File: config.mk
export PLATFORM = sky130hd
export DESIGN_NAME = alu_operand_stage
export DESIGN_NICKNAME = d
export VERILOG_FILES = /design/src/rtl/alu_operand_stage.sv
export SDC_FILE = /design/constraint.sdc
export NUM_CORES = 1
export LEC_CHECK = 0
export BUFFER_PORTS_ARGS = -buffer_cell sky130_fd_sc_hd__buf_2
export CAP_MARGIN = 10
export CORE_AREA = 2 2 134 136
export CTS_CLUSTER_SIZE = 20
export DETAILED_ROUTE_END_ITERATION = 7
export DIE_AREA = 0 0 136 138
export PLACE_DENSITY = 0.65
export SLEW_MARGIN = 20
export SYNTH_ARGS = -nofsm -noshare
export SYNTH_HDL_FRONTEND = slang
export SYNTH_SLANG_ARGS = --single-unit
File: constraint.sdc
create_clock -name clk -period 2.4 [get_ports clk]
set_input_delay 0.48 -clock clk [delete_from_list [all_inputs] [get_ports clk]]
set_output_delay 0.48 -clock clk [all_outputs]
set_load 0.02 [all_outputs]
File: src/rtl/alu_operand_stage.sv
// alu_operand_stage
// ID/EX pipeline register in front of the ALU. Captures decoded operands and
// control, resolves operand forwarding from EX/MEM and MEM/WB, selects SrcB
// between the register value and the immediate, and detects data hazards that
// require holding decode for a cycle. Every edge that injects a bubble because
// of a flush or a hazard bumps a saturating performance counter.
//
// Build option: define ALU_OPERAND_FWD_EN to enable result forwarding. With it
// only a load immediately followed by a consumer stalls (one bubble). Without
// it, any source register still pending in EX, EX/MEM or MEM/WB stalls decode
// until the writer has retired (up to three bubbles in a row).
module alu_operand_stage #(
    parameter int DATA_WIDTH    = 32,
    parameter int OPCODE_LENGTH = 4,
    parameter int PC_WIDTH      = 9,
    parameter int REG_ADDR_W    = 5,
    parameter int STALL_CNT_W   = 16
) (
    input  logic                     clk,
    input  logic                     rst_n,

    // decode slot
    input  logic                     id_valid,
    input  logic [REG_ADDR_W-1:0]    id_rs1,
    input  logic [REG_ADDR_W-1:0]    id_rs2,
    input  logic [REG_ADDR_W-1:0]    id_rd,
    input  logic [DATA_WIDTH-1:0]    id_rs1_data,
    input  logic [DATA_WIDTH-1:0]    id_rs2_data,
    input  logic [DATA_WIDTH-1:0]    id_imm,
    input  logic                     id_alusrc,
    input  logic [OPCODE_LENGTH-1:0] id_operation,
    input  logic                     id_branch,
    input  logic [PC_WIDTH-1:0]      id_pc,
    input  logic                     id_memread,
    input  logic                     id_regwrite,

    // EX/MEM writeback candidate
    input  logic                     exm_regwrite,
    input  logic [REG_ADDR_W-1:0]    exm_rd,
    input  logic [DATA_WIDTH-1:0]    exm_result,

    // MEM/WB writeback candidate
    input  logic                     wb_regwrite,
    input  logic [REG_ADDR_W-1:0]    wb_rd,
    input  logic [DATA_WIDTH-1:0]    wb_result,

    input  logic                     flush,
    output logic                     stall,

    // ALU-facing EX outputs
    output logic [DATA_WIDTH-1:0]    SrcA,
    output logic [DATA_WIDTH-1:0]    SrcB,
    output logic [PC_WIDTH-1:0]      PC_Cur,
    output logic                     Branch,
    output logic [OPCODE_LENGTH-1:0] Operation,
    output logic [DATA_WIDTH-1:0]    ex_store_data,
    output logic                     ex_valid,
    output logic                     ex_regwrite,
    output logic                     ex_memread,
    output logic [REG_ADDR_W-1:0]    ex_rd,
    output logic [STALL_CNT_W-1:0]   bubble_cnt
);

    localparam logic [REG_ADDR_W-1:0]  REG_ZERO = '0;
    localparam logic [STALL_CNT_W-1:0] CNT_ONE  = {{(STALL_CNT_W-1){1'b0}}, 1'b1};
    localparam logic [STALL_CNT_W-1:0] CNT_MAX  = {STALL_CNT_W{1'b1}};

    genvar gi;

    // ------------------------------------------------------------------
    // EX stage registers
    // ------------------------------------------------------------------
    logic                     ex_valid_reg;
    logic                     ex_regwrite_reg;
    logic                     ex_memread_reg;
    logic                     ex_branch_reg;
    logic [OPCODE_LENGTH-1:0] ex_operation_reg;
    logic [PC_WIDTH-1:0]      ex_pc_reg;
    logic [REG_ADDR_W-1:0]    ex_rd_reg;
    logic [REG_ADDR_W-1:0]    ex_rs1_reg;
    logic [REG_ADDR_W-1:0]    ex_rs2_reg;
    logic [DATA_WIDTH-1:0]    ex_rs1_data_reg;
    logic [DATA_WIDTH-1:0]    ex_rs2_data_reg;
    logic [DATA_WIDTH-1:0]    ex_imm_reg;
    logic                     ex_alusrc_reg;
    logic [STALL_CNT_W-1:0]   bubble_cnt_reg;

    // Decode and EX source indices packed so both operands share one
    // generate loop.
    logic [1:0][REG_ADDR_W-1:0] id_src;
    logic [1:0][REG_ADDR_W-1:0] ex_src;
    logic [1:0][DATA_WIDTH-1:0] ex_src_data;
    logic [1:0][DATA_WIDTH-1:0] fwd_data;

    assign id_src[0]      = id_rs1;
    assign id_src[1]      = id_rs2;
    assign ex_src[0]      = ex_rs1_reg;
    assign ex_src[1]      = ex_rs2_reg;
    assign ex_src_data[0] = ex_rs1_data_reg;
    assign ex_src_data[1] = ex_rs2_data_reg;

    // ------------------------------------------------------------------
    // Hazard detection
    // ------------------------------------------------------------------
    logic hazard;
    logic load_bubble;
    logic issue;

`ifdef ALU_OPERAND_FWD_EN
    // Only a load sitting in EX cannot be forwarded in time: its data is
    // still in memory when the consumer would enter EX.
    logic [1:0] src_hit;

    generate
        for (gi = 0; gi < 2; gi++) begin : g_load_use
            assign src_hit[gi] = (ex_rd_reg == id_src[gi]);
        end
    endgenerate

    assign hazard = id_valid & ex_valid_reg & ex_memread_reg &
                    (ex_rd_reg != REG_ZERO) & (|src_hit);
`else
    // Without forwarding a source is unusable until its writer has left
    // MEM/WB, so any pending writer downstream blocks decode. x0 is never
    // pending because it is hardwired.
    logic [1:0] src_busy;

    generate
        for (gi = 0; gi < 2; gi++) begin : g_busy
            logic ex_pending;
            logic exm_pending;
            logic wb_pending;

            assign ex_pending  = ex_valid_reg & ex_regwrite_reg & (ex_rd_reg == id_src[gi]);
            assign exm_pending = exm_regwrite & (exm_rd == id_src[gi]);
            assign wb_pending  = wb_regwrite & (wb_rd == id_src[gi]);
            assign src_busy[gi] = (id_src[gi] != REG_ZERO) &
                                  (ex_pending | exm_pending | wb_pending);
        end
    endgenerate

    assign hazard = id_valid & (|src_busy);
`endif

    // A flush kills the decode slot outright, so it overrides the hazard and
    // there is nothing to hold.
    assign load_bubble = flush | hazard;
    assign issue       = id_valid & ~load_bubble;
    assign stall       = rst_n & hazard & ~flush;

    // ------------------------------------------------------------------
    // Operand forwarding
    // ------------------------------------------------------------------
`ifdef ALU_OPERAND_FWD_EN
    generate
        for (gi = 0; gi < 2; gi++) begin : g_fwd
            logic exm_hit;
            logic wb_hit;

            // The younger result (EX/MEM) is the architecturally newest value.
            assign exm_hit = exm_regwrite & (exm_rd != REG_ZERO) & (exm_rd == ex_src[gi]);
            assign wb_hit  = wb_regwrite  & (wb_rd  != REG_ZERO) & (wb_rd  == ex_src[gi]);
            assign fwd_data[gi] = exm_hit ? exm_result :
                                  (wb_hit ? wb_result : ex_src_data[gi]);
        end
    endgenerate
`else
    // Hazard stalls guarantee the regfile read is already up to date.
    logic unused_fwd_inputs;

    generate
        for (gi = 0; gi < 2; gi++) begin : g_nofwd
            assign fwd_data[gi] = ex_src_data[gi];
        end
    endgenerate

    assign unused_fwd_inputs = ^{exm_result, wb_result, ex_src};
`endif

    // ------------------------------------------------------------------
    // Sequential state
    // ------------------------------------------------------------------

    // Control fields: load the decoded instruction or collapse to a bubble.
    always_ff @(posedge clk or negedge rst_n) begin
        if (!rst_n) begin
            ex_valid_reg     <= 1'b0;
            ex_regwrite_reg  <= 1'b0;
            ex_memread_reg   <= 1'b0;
            ex_branch_reg    <= 1'b0;
            ex_operation_reg <= '0;
            ex_rd_reg        <= '0;
        end else if (issue) begin
            ex_valid_reg     <= 1'b1;
            ex_regwrite_reg  <= id_regwrite;
            ex_memread_reg   <= id_memread;
            ex_branch_reg    <= id_branch;
            ex_operation_reg <= id_operation;
            ex_rd_reg        <= id_rd;
        end else begin
            ex_valid_reg     <= 1'b0;
            ex_regwrite_reg  <= 1'b0;
            ex_memread_reg   <= 1'b0;
            ex_branch_reg    <= 1'b0;
            ex_operation_reg <= '0;
            ex_rd_reg        <= '0;
        end
    end

    // Operand fields: cleared on bubbles so idle EX drives quiet zeros.
    always_ff @(posedge clk or negedge rst_n) begin
        if (!rst_n) begin
            ex_pc_reg       <= '0;
            ex_rs1_reg      <= '0;
            ex_rs2_reg      <= '0;
            ex_rs1_data_reg <= '0;
            ex_rs2_data_reg <= '0;
            ex_imm_reg      <= '0;
            ex_alusrc_reg   <= 1'b0;
        end else if (issue) begin
            ex_pc_reg       <= id_pc;
            ex_rs1_reg      <= id_rs1;
            ex_rs2_reg      <= id_rs2;
            ex_rs1_data_reg <= id_rs1_data;
            ex_rs2_data_reg <= id_rs2_data;
            ex_imm_reg      <= id_imm;
            ex_alusrc_reg   <= id_alusrc;
        end else begin
            ex_pc_reg       <= '0;
            ex_rs1_reg      <= '0;
            ex_rs2_reg      <= '0;
            ex_rs1_data_reg <= '0;
            ex_rs2_data_reg <= '0;
            ex_imm_reg      <= '0;
            ex_alusrc_reg   <= 1'b0;
        end
    end

    // Count bubbles forced by flush or hazard; an empty decode slot is not lost work.
    always_ff @(posedge clk or negedge rst_n) begin
        if (!rst_n) begin
            bubble_cnt_reg <= '0;
        end else if (load_bubble && (bubble_cnt_reg != CNT_MAX)) begin
            bubble_cnt_reg <= bubble_cnt_reg + CNT_ONE;
        end
    end

    // ------------------------------------------------------------------
    // Outputs
    // ------------------------------------------------------------------
    assign SrcA          = fwd_data[0];
    assign ex_store_data = fwd_data[1];
    assign SrcB          = ex_alusrc_reg ? ex_imm_reg : fwd_data[1];
    assign PC_Cur        = ex_pc_reg;
    assign Branch        = ex_branch_reg;
    assign Operation     = ex_operation_reg;
    assign ex_valid      = ex_valid_reg;
    assign ex_regwrite   = ex_regwrite_reg;
    assign ex_memread    = ex_memread_reg;
    assign ex_rd         = ex_rd_reg;
    assign bubble_cnt    = bubble_cnt_reg;

endmodule

==> results.toml, run 1 <==
[run_status]
outcome = "finished, violations left"
violations = "setup timing"

[critical_path]
worstPathRequired_ns = 1.92
crit_fanout = 3
slowest_delay_ns = 0.53
crit_slowest_cell = "or4_4"
cp-start-kind = "input port"
worstPathArrival_ns = 2.03
path_cells = "buf_6 -> or4_4 -> nor2_4 -> nor4_2 -> nor4_2 -> nand2_1 -> and4b_1 -> buf_6"
crit_path_end_kind = "output port"
critical_path_class = "in -> out"

[synthesis]
yosys_warnings = 0
ys_ff_latch = 135
syn_nets = 621
synth_cells = 412
syn_area_um2 = 5340
ys_types = 33
yosysTopAreaCell = "dfrtp_1"
ys_seq_area_frac = 0.633
syn_area_per_cell_um2 = 13.0
synth.area.top_cells = "dfrtp_1 63%, and2_1 14%, mux2_2 7.0%"
synth_top_area_frac = 0.633

[floorplanning]
rows = 49
io_pins = 343
core_area_um2 = 17500
chipWidth_um = 136
dieArea_um2 = 18800
die_h_um = 138
start_util = 0.304

[global_routing]
grt_pass1_vias = 4318
antenna_found_initial = 2
grt_max_degree = 136
grt-ovfl-total = 0
grt_pass1_wl_um = 21600
track_usage = 0.148

[pwr]
peakVddDrop_uv = 473
powerDensity_nw_per_um2 = 748
p_leak_nw = 4.34

[drt]
wl_per_cell_um = 14.7
routed_wl_um = 14200
drtIter0Drc = 98
via_count = 4100
viasPerCell = 4.24
drc = 0
ant_nets = 0
drtPass1Iterations = 4

[timing]
fmax_mhz = 398
rsz0062_at_grt = "yes"
maxSlewViolCount = 0
tightest_slew_ns = 0.740
fin_worst_skew_ns = 0.0162
min_period_ns = 2.51
slew_headroom = 0.507
hold_violations = 0
finalSetupViolations = 119
post-route-period-util = 1.05
fin_tns_setup_ns = -8.19
fin_ws_ns = -0.111

[run]
max_cap_viol_count = 0

[clocking]
cts_made_buffers = 17
cts_tree = "done"
cts.sinks = 135
hold_buffers = 0
clk_latency_ns = 0.42
clockBufferDepth = 2
h-tree-depth = 4
cts-root-buf = "clkbuf_16"
clkSlewWorstSetupHoldPaths_ns = 0.07

[placed_design]
dp_hpwl_um = 9810
io_buffers = 278
dpl_cell_area_um2 = 7170
globalplace.congestion = 0.881
placed_cells = 921

[cells_and_area]
areaGrowthSynthToFinish_pct = 50.9
final_area_um2 = 8060
fill_cells = 1672
fin_cells = 967
nets = 932
drive_gt1_frac = 0.535

[min_path]
hp-class = "in -> async"
==> per-stage QoR <==
stage                     utilization  power (mW)  hold WS [ns]  setup WS, ns
after floorplan                     -        2.99         0.184       0.00490
after global placement          0.409        3.41         0.474        -0.309
after detailed placement        0.409        3.42         0.480        -0.293
after CTS                       0.447        6.06         0.201        -0.122
after global routing            0.459        6.32         0.210        -0.221
final                           0.459        6.02         0.158        -0.111
==> logic make-up after synthesis <==
| logic type | share of synthesized area |
|---|---|
| buffers and inverters | 0.0185 |
| adder cells (fa/ha/maj) | 0.00234 |
| AO/OA/AOI/OAI | 0.0145 |
| AND/OR/NAND/NOR | 0.193 |
| multiplexers | 0.0696 |
| XOR/XNOR | 0.0689 |
| flip-flops | 0.633 |
==> cell usage after synthesis (all sizes together) <==
cell type	instances
dfrtp	135
o22ai	1
nor2b	1
and4b	1
buf	6
nor2	6
mux2	33
clkbuf	12
ha	1
nor4	3
and4	2
a21o	2
nor3b	1
nand2	12
inv	2
xnor2	35
a31oi	1
a21oi	3
a22o	1
nor3	3
a31o	1
xor2	7
nand3	8
o32ai	1
and3	3
and2	119
nand4	10
or4	1
a41oi	1
==> power breakdown <==
part / switching (mW) / internal, mW
Sequential: 0.0988 / 2.41
Combinational: 0.493 / 0.435
Clock: 1.11 / 1.47
Total: 1.70 / 4.32
==> final cells by class <==
cell class              count  area [um^2]  area share
diodes                      2         5.00    0.000621
flip-flops and latches    135         3380       0.419
clock buffers              17          425      0.0528
repair buffers            310         1880       0.233
well taps                 229          287      0.0356
inverters                   2         7.51    0.000932
multi-input cells         257         1910       0.237
clock inverters            15          164      0.0203
==> critical path: cells and delay by family <==
kind,cells,cell delay (ns)
buf+inv,2,0.22
simple gates,6,1.32
==> routing by layer <==
metal,GRT usage,vias to the layer above,wire length (um)
met5,0,-,10
met3,0.0612,22,1280
li1,-,1971,-
met4,0.0592,2,275
met1,0.164,1932,5600
met2,0.251,173,7040
==> cells in the final DEF (no fill, tap or decap), types with 10 or more instances in the layout <==
cell type and n:
nand2_1 12, buf_4 13, clkbuf_16 22, nand4_1 10
xnor2_1 35, and2_1 106, buf_2 275, mux2_2 33
and2_4 13, dfrtp_1 135
==> worst paths after layout <==
path                                            startpoint                         end  slack, ns  cells past startpoint
worst max register to register          ex_rd[2]$_DFF_PN0_         PC_Cur[3]$_DFF_PN0_       0.04                     13
worst max-delay path                             id_rs2[2]                       stall      -0.11                      8
worst min register to register  bubble_cnt[11]$_DFFE_PN0P_  bubble_cnt[11]$_DFFE_PN0P_       0.49                      1
worst min-delay path                                 rst_n    ex_imm_reg[24]$_DFF_PN0_       0.16                      2
max in group asynchronous                            rst_n    ex_imm_reg[14]$_DFF_PN0_       1.67                      2
min in group clk                            id_rs2_data[1]  ex_store_data[1]$_DFF_PN0_       0.26                      2
==> repair_timing <==
action / CTS / global route
setup endpoints to repair: 1 / 120
cloned: 0 / 6
pin swaps: 8 / 5
buffers inserted: 3 / 3
gates resized for setup: 12 / 15
(Power assumes the default switching activity.)
==> inputs of run 2 (changes only) <==
--- a/config.mk
+++ b/config.mk
@@ -5,13 +5,14 @@
 export SDC_FILE = /design/constraint.sdc
 export NUM_CORES = 1
 export LEC_CHECK = 0
+export ABC_AREA = 1
 export BUFFER_PORTS_ARGS = -buffer_cell sky130_fd_sc_hd__buf_2
 export CAP_MARGIN = 10
-export CORE_AREA = 2 2 134 136
+export CORE_AREA = 2 2 132 134
 export CTS_CLUSTER_SIZE = 20
 export DETAILED_ROUTE_END_ITERATION = 7
-export DIE_AREA = 0 0 136 138
-export PLACE_DENSITY = 0.65
+export DIE_AREA = 0 0 134 136
+export PLACE_DENSITY = 0.76
 export SLEW_MARGIN = 20
 export SYNTH_ARGS = -nofsm -noshare
 export SYNTH_HDL_FRONTEND = slang
==> results.toml, run 2 <==
[synthesis]
synth_compound_area_frac = 0.00221
synth-simple-area-share = 0.304
synth_top_family_by_area = "simple AND/OR/NAND/NOR gates"
synthAdderAreaFrac = 0.00184
yosysTopAreaCell = "dfrtp_1"
synthMuxAreaShare = 0.0530
yosys_warnings = 0
ys.flop_type = "dfrtp_1"
netlist_top_cells_count = "141 x inv_1, 135 x dfrtp_1, 126 x nand2_1, 101 x nor2_4, 50 x nor2_1"
synth-edff-count = 0
async_reset_ff_frac = 1.00
syn_area_per_cell_um2 = 10.1
ys_ff_latch = 135
synth_top_area_frac = 0.497
ys_types = 27
synth.area.top_cells = "dfrtp_1 50%, nor2_4 17%, inv_1 7.8%"
syn_area_um2 = 6800
syn_nets = 884
synth_most_common_cell = "inv_1"
ys_seq_area_frac = 0.497
synth_xor_area_frac = 0.0180
synth_cells = 675

[pwr]
total_power_mw = 6.14
p_leak_nw = 5.24
peakVddDrop_uv = 438
powerDensity_nw_per_um2 = 681

[drt]
wl_per_cell_um = 13.4
ant_nets = 0
drc = 0
detailroute.wirelength.met2_um = 7920
routed_wl_um = 16100
dr_wl_met3_um = 1400
dr.max_layer_used = "met5"
via_count = 5154
met1Wirelength_um = 6490
viasPerCell = 4.28
drtIter0Drc = 193
drtPass1Iterations = 4

[critical_path]
rrSetupSlack_ns = 0.44
crit_path_frequent_cell = "nand2_1"
crit_fanout = 4
worstPathRequired_ns = 1.92
r2r-start = "bubble_cnt[0]$_DFFE_PN0P_"
cp-start-kind = "register"
slowest_delay_ns = 0.40
reg2reg_to = "bubble_cnt[2]$_DFFE_PN0P_"
path_cells = "inv_1 -> nand2_1 -> nand2_1 -> nor2_1 -> nand3_1 -> nand3_1 -> nand2_1 -> nand2_2 -> nand2_4 -> nor2_2 -> buf_4"
r2r_cells = 11
crit_path_end_kind = "output port"
worstPathArrival_ns = 1.74
crit_slowest_cell = "dfrtp_1"
critical_path_class = "reg -> out"

[cells_and_area]
areaGrowthSynthToFinish_pct = 32.6
layout_commonest_cell = "buf_2"
mostFrequentLayoutCells = "276 x buf_2, 141 x inv_1, 135 x dfrtp_1, 126 x nand2_1, 101 x nor2_4"
multi_input_area_um2 = 2580
drive_gt1_frac = 0.488
fill_cells = 1534
seq_area_um2 = 3380
nets = 1173

[global_routing]
grt-ovfl-total = 0
grt_pass1_wl_um = 25200
antenna_found_initial = 4
grt_max_degree = 136
track_usage = 0.179
grt_pass1_vias = 5032

[run_status]
outcome = "finished, final reports clean"

[clocking]
clockBufferDepth = 2
clkSlewWorstSetupHoldPaths_ns = 0.06
cts_tree = "done"
cts_made_buffers = 17
h-tree-depth = 4
clk_latency_ns = 0.41
hold_buffers = 0
cts.sinks = 135
cts-root-buf = "clkbuf_16"

[floorplanning]
rows = 48
chipWidth_um = 134
io_pins = 343
start_util = 0.403
dieArea_um2 = 18200
die_h_um = 136
core_area_um2 = 16900

[timing]
min_period_ns = 2.22
post-route-period-util = 0.923
fin_tns_setup_ns = 0
hold_violations = 0
tightest_slew_ns = 0.797
fmax_mhz = 451
maxSlewViolCount = 0
fin_worst_skew_ns = 0.00869
slew_headroom = 0.469
rsz0062_at_grt = "no"
finalSetupViolations = 0

[placed_design]
io_buffers = 278
dp_hpwl_um = 12200
globalplace.congestion = 0.869

[min_path]
hp-class = "in -> async"

[run]
max_cap_viol_count = 0
[run 2: how the worst max path moves through the flow]
stage	depth (start not counted)	from	endpoint	slack (ns)
2_1_floorplan	11	bubble_cnt[0]$_DFFE_PN0P_	bubble_cnt[7]$_DFFE_PN0P_	0.57
3_3_place_gp	14	id_rs1[4]	SrcA[22]$_DFF_PN0_	0.32
3_5_place_dp	14	id_rs1[4]	SrcA[13]$_DFF_PN0_	0.31
4_1_cts	11	ex_rd[1]$_DFF_PN0_	stall	0.14
5_1_grt	11	ex_rd[2]$_DFF_PN0_	stall	0.01
6_report	11	ex_rd[4]$_DFF_PN0_	stall	0.18
[run 2: cells by family after synthesis]
kind of cell / count (synthesis)
flip-flops: 135
XOR/XNOR: 14
multiplexers: 32
adder cells (fa/ha/maj): 1
AND/OR/NAND/NOR: 318
AO/OA/AOI/OAI: 3
buffers and inverters: 172
[run 2: routing by layer]
| metal | GRT usage | vias up |
|---|---|---|
| li1 | - | 2538 |
| met1 | 0.209 | 2390 |
| met2 | 0.301 | 204 |
| met3 | 0.0746 | 18 |
| met4 | 0.0561 | 4 |
| met5 | 0 | - |
[run 2: timing repair]
action	in CTS	in global routing
buffers inserted	0	0
resized for setup	0	2
endpoints found under the setup margin	0	1
[run 2: area by class of cell]
cell class | instances | share of cell area
Antenna cell | 1 | 0.000278
Inverter | 152 | 0.0633
Multi-Input combinational cell | 368 | 0.286
Clock buffer | 18 | 0.0487
Tap cell | 225 | 0.0312
Sequential cell | 135 | 0.375
Clock inverter | 14 | 0.0182
Timing Repair Buffer | 290 | 0.178
[run 2: worst max-delay path, delay by kind of cell (launching register included)]
| family | cells | cell delay, ns |
|---|---|---|
| AND/OR/NAND/NOR | 9 | 0.73 |
| flip-flops | 1 | 0.40 |
| buffers and inverters | 2 | 0.21 |
[run 2: per-stage QoR]
step           setup slack [ns]  instance area, um^2  utilization  hold WS, ns  cells
6_report                  0.184                 9020        0.534        0.128   1203
5_1_grt                  0.0135                 9020        0.534        0.212   1203
4_1_cts                   0.138                 9010        0.534        0.223   1202
3_5_place_dp              0.314                 8410        0.498        0.488   1170
3_3_place_gp              0.324                 8410        0.498        0.481   1170
2_1_floorplan             0.574                 6800            -        0.184    675
[run 2: power breakdown]
part,total [mW],internal (mW),switching [mW]
sequential,2.47,2.40,0.0759
clock,2.67,1.59,1.08
combinational,0.997,0.371,0.626
total,6.14,4.36,1.79
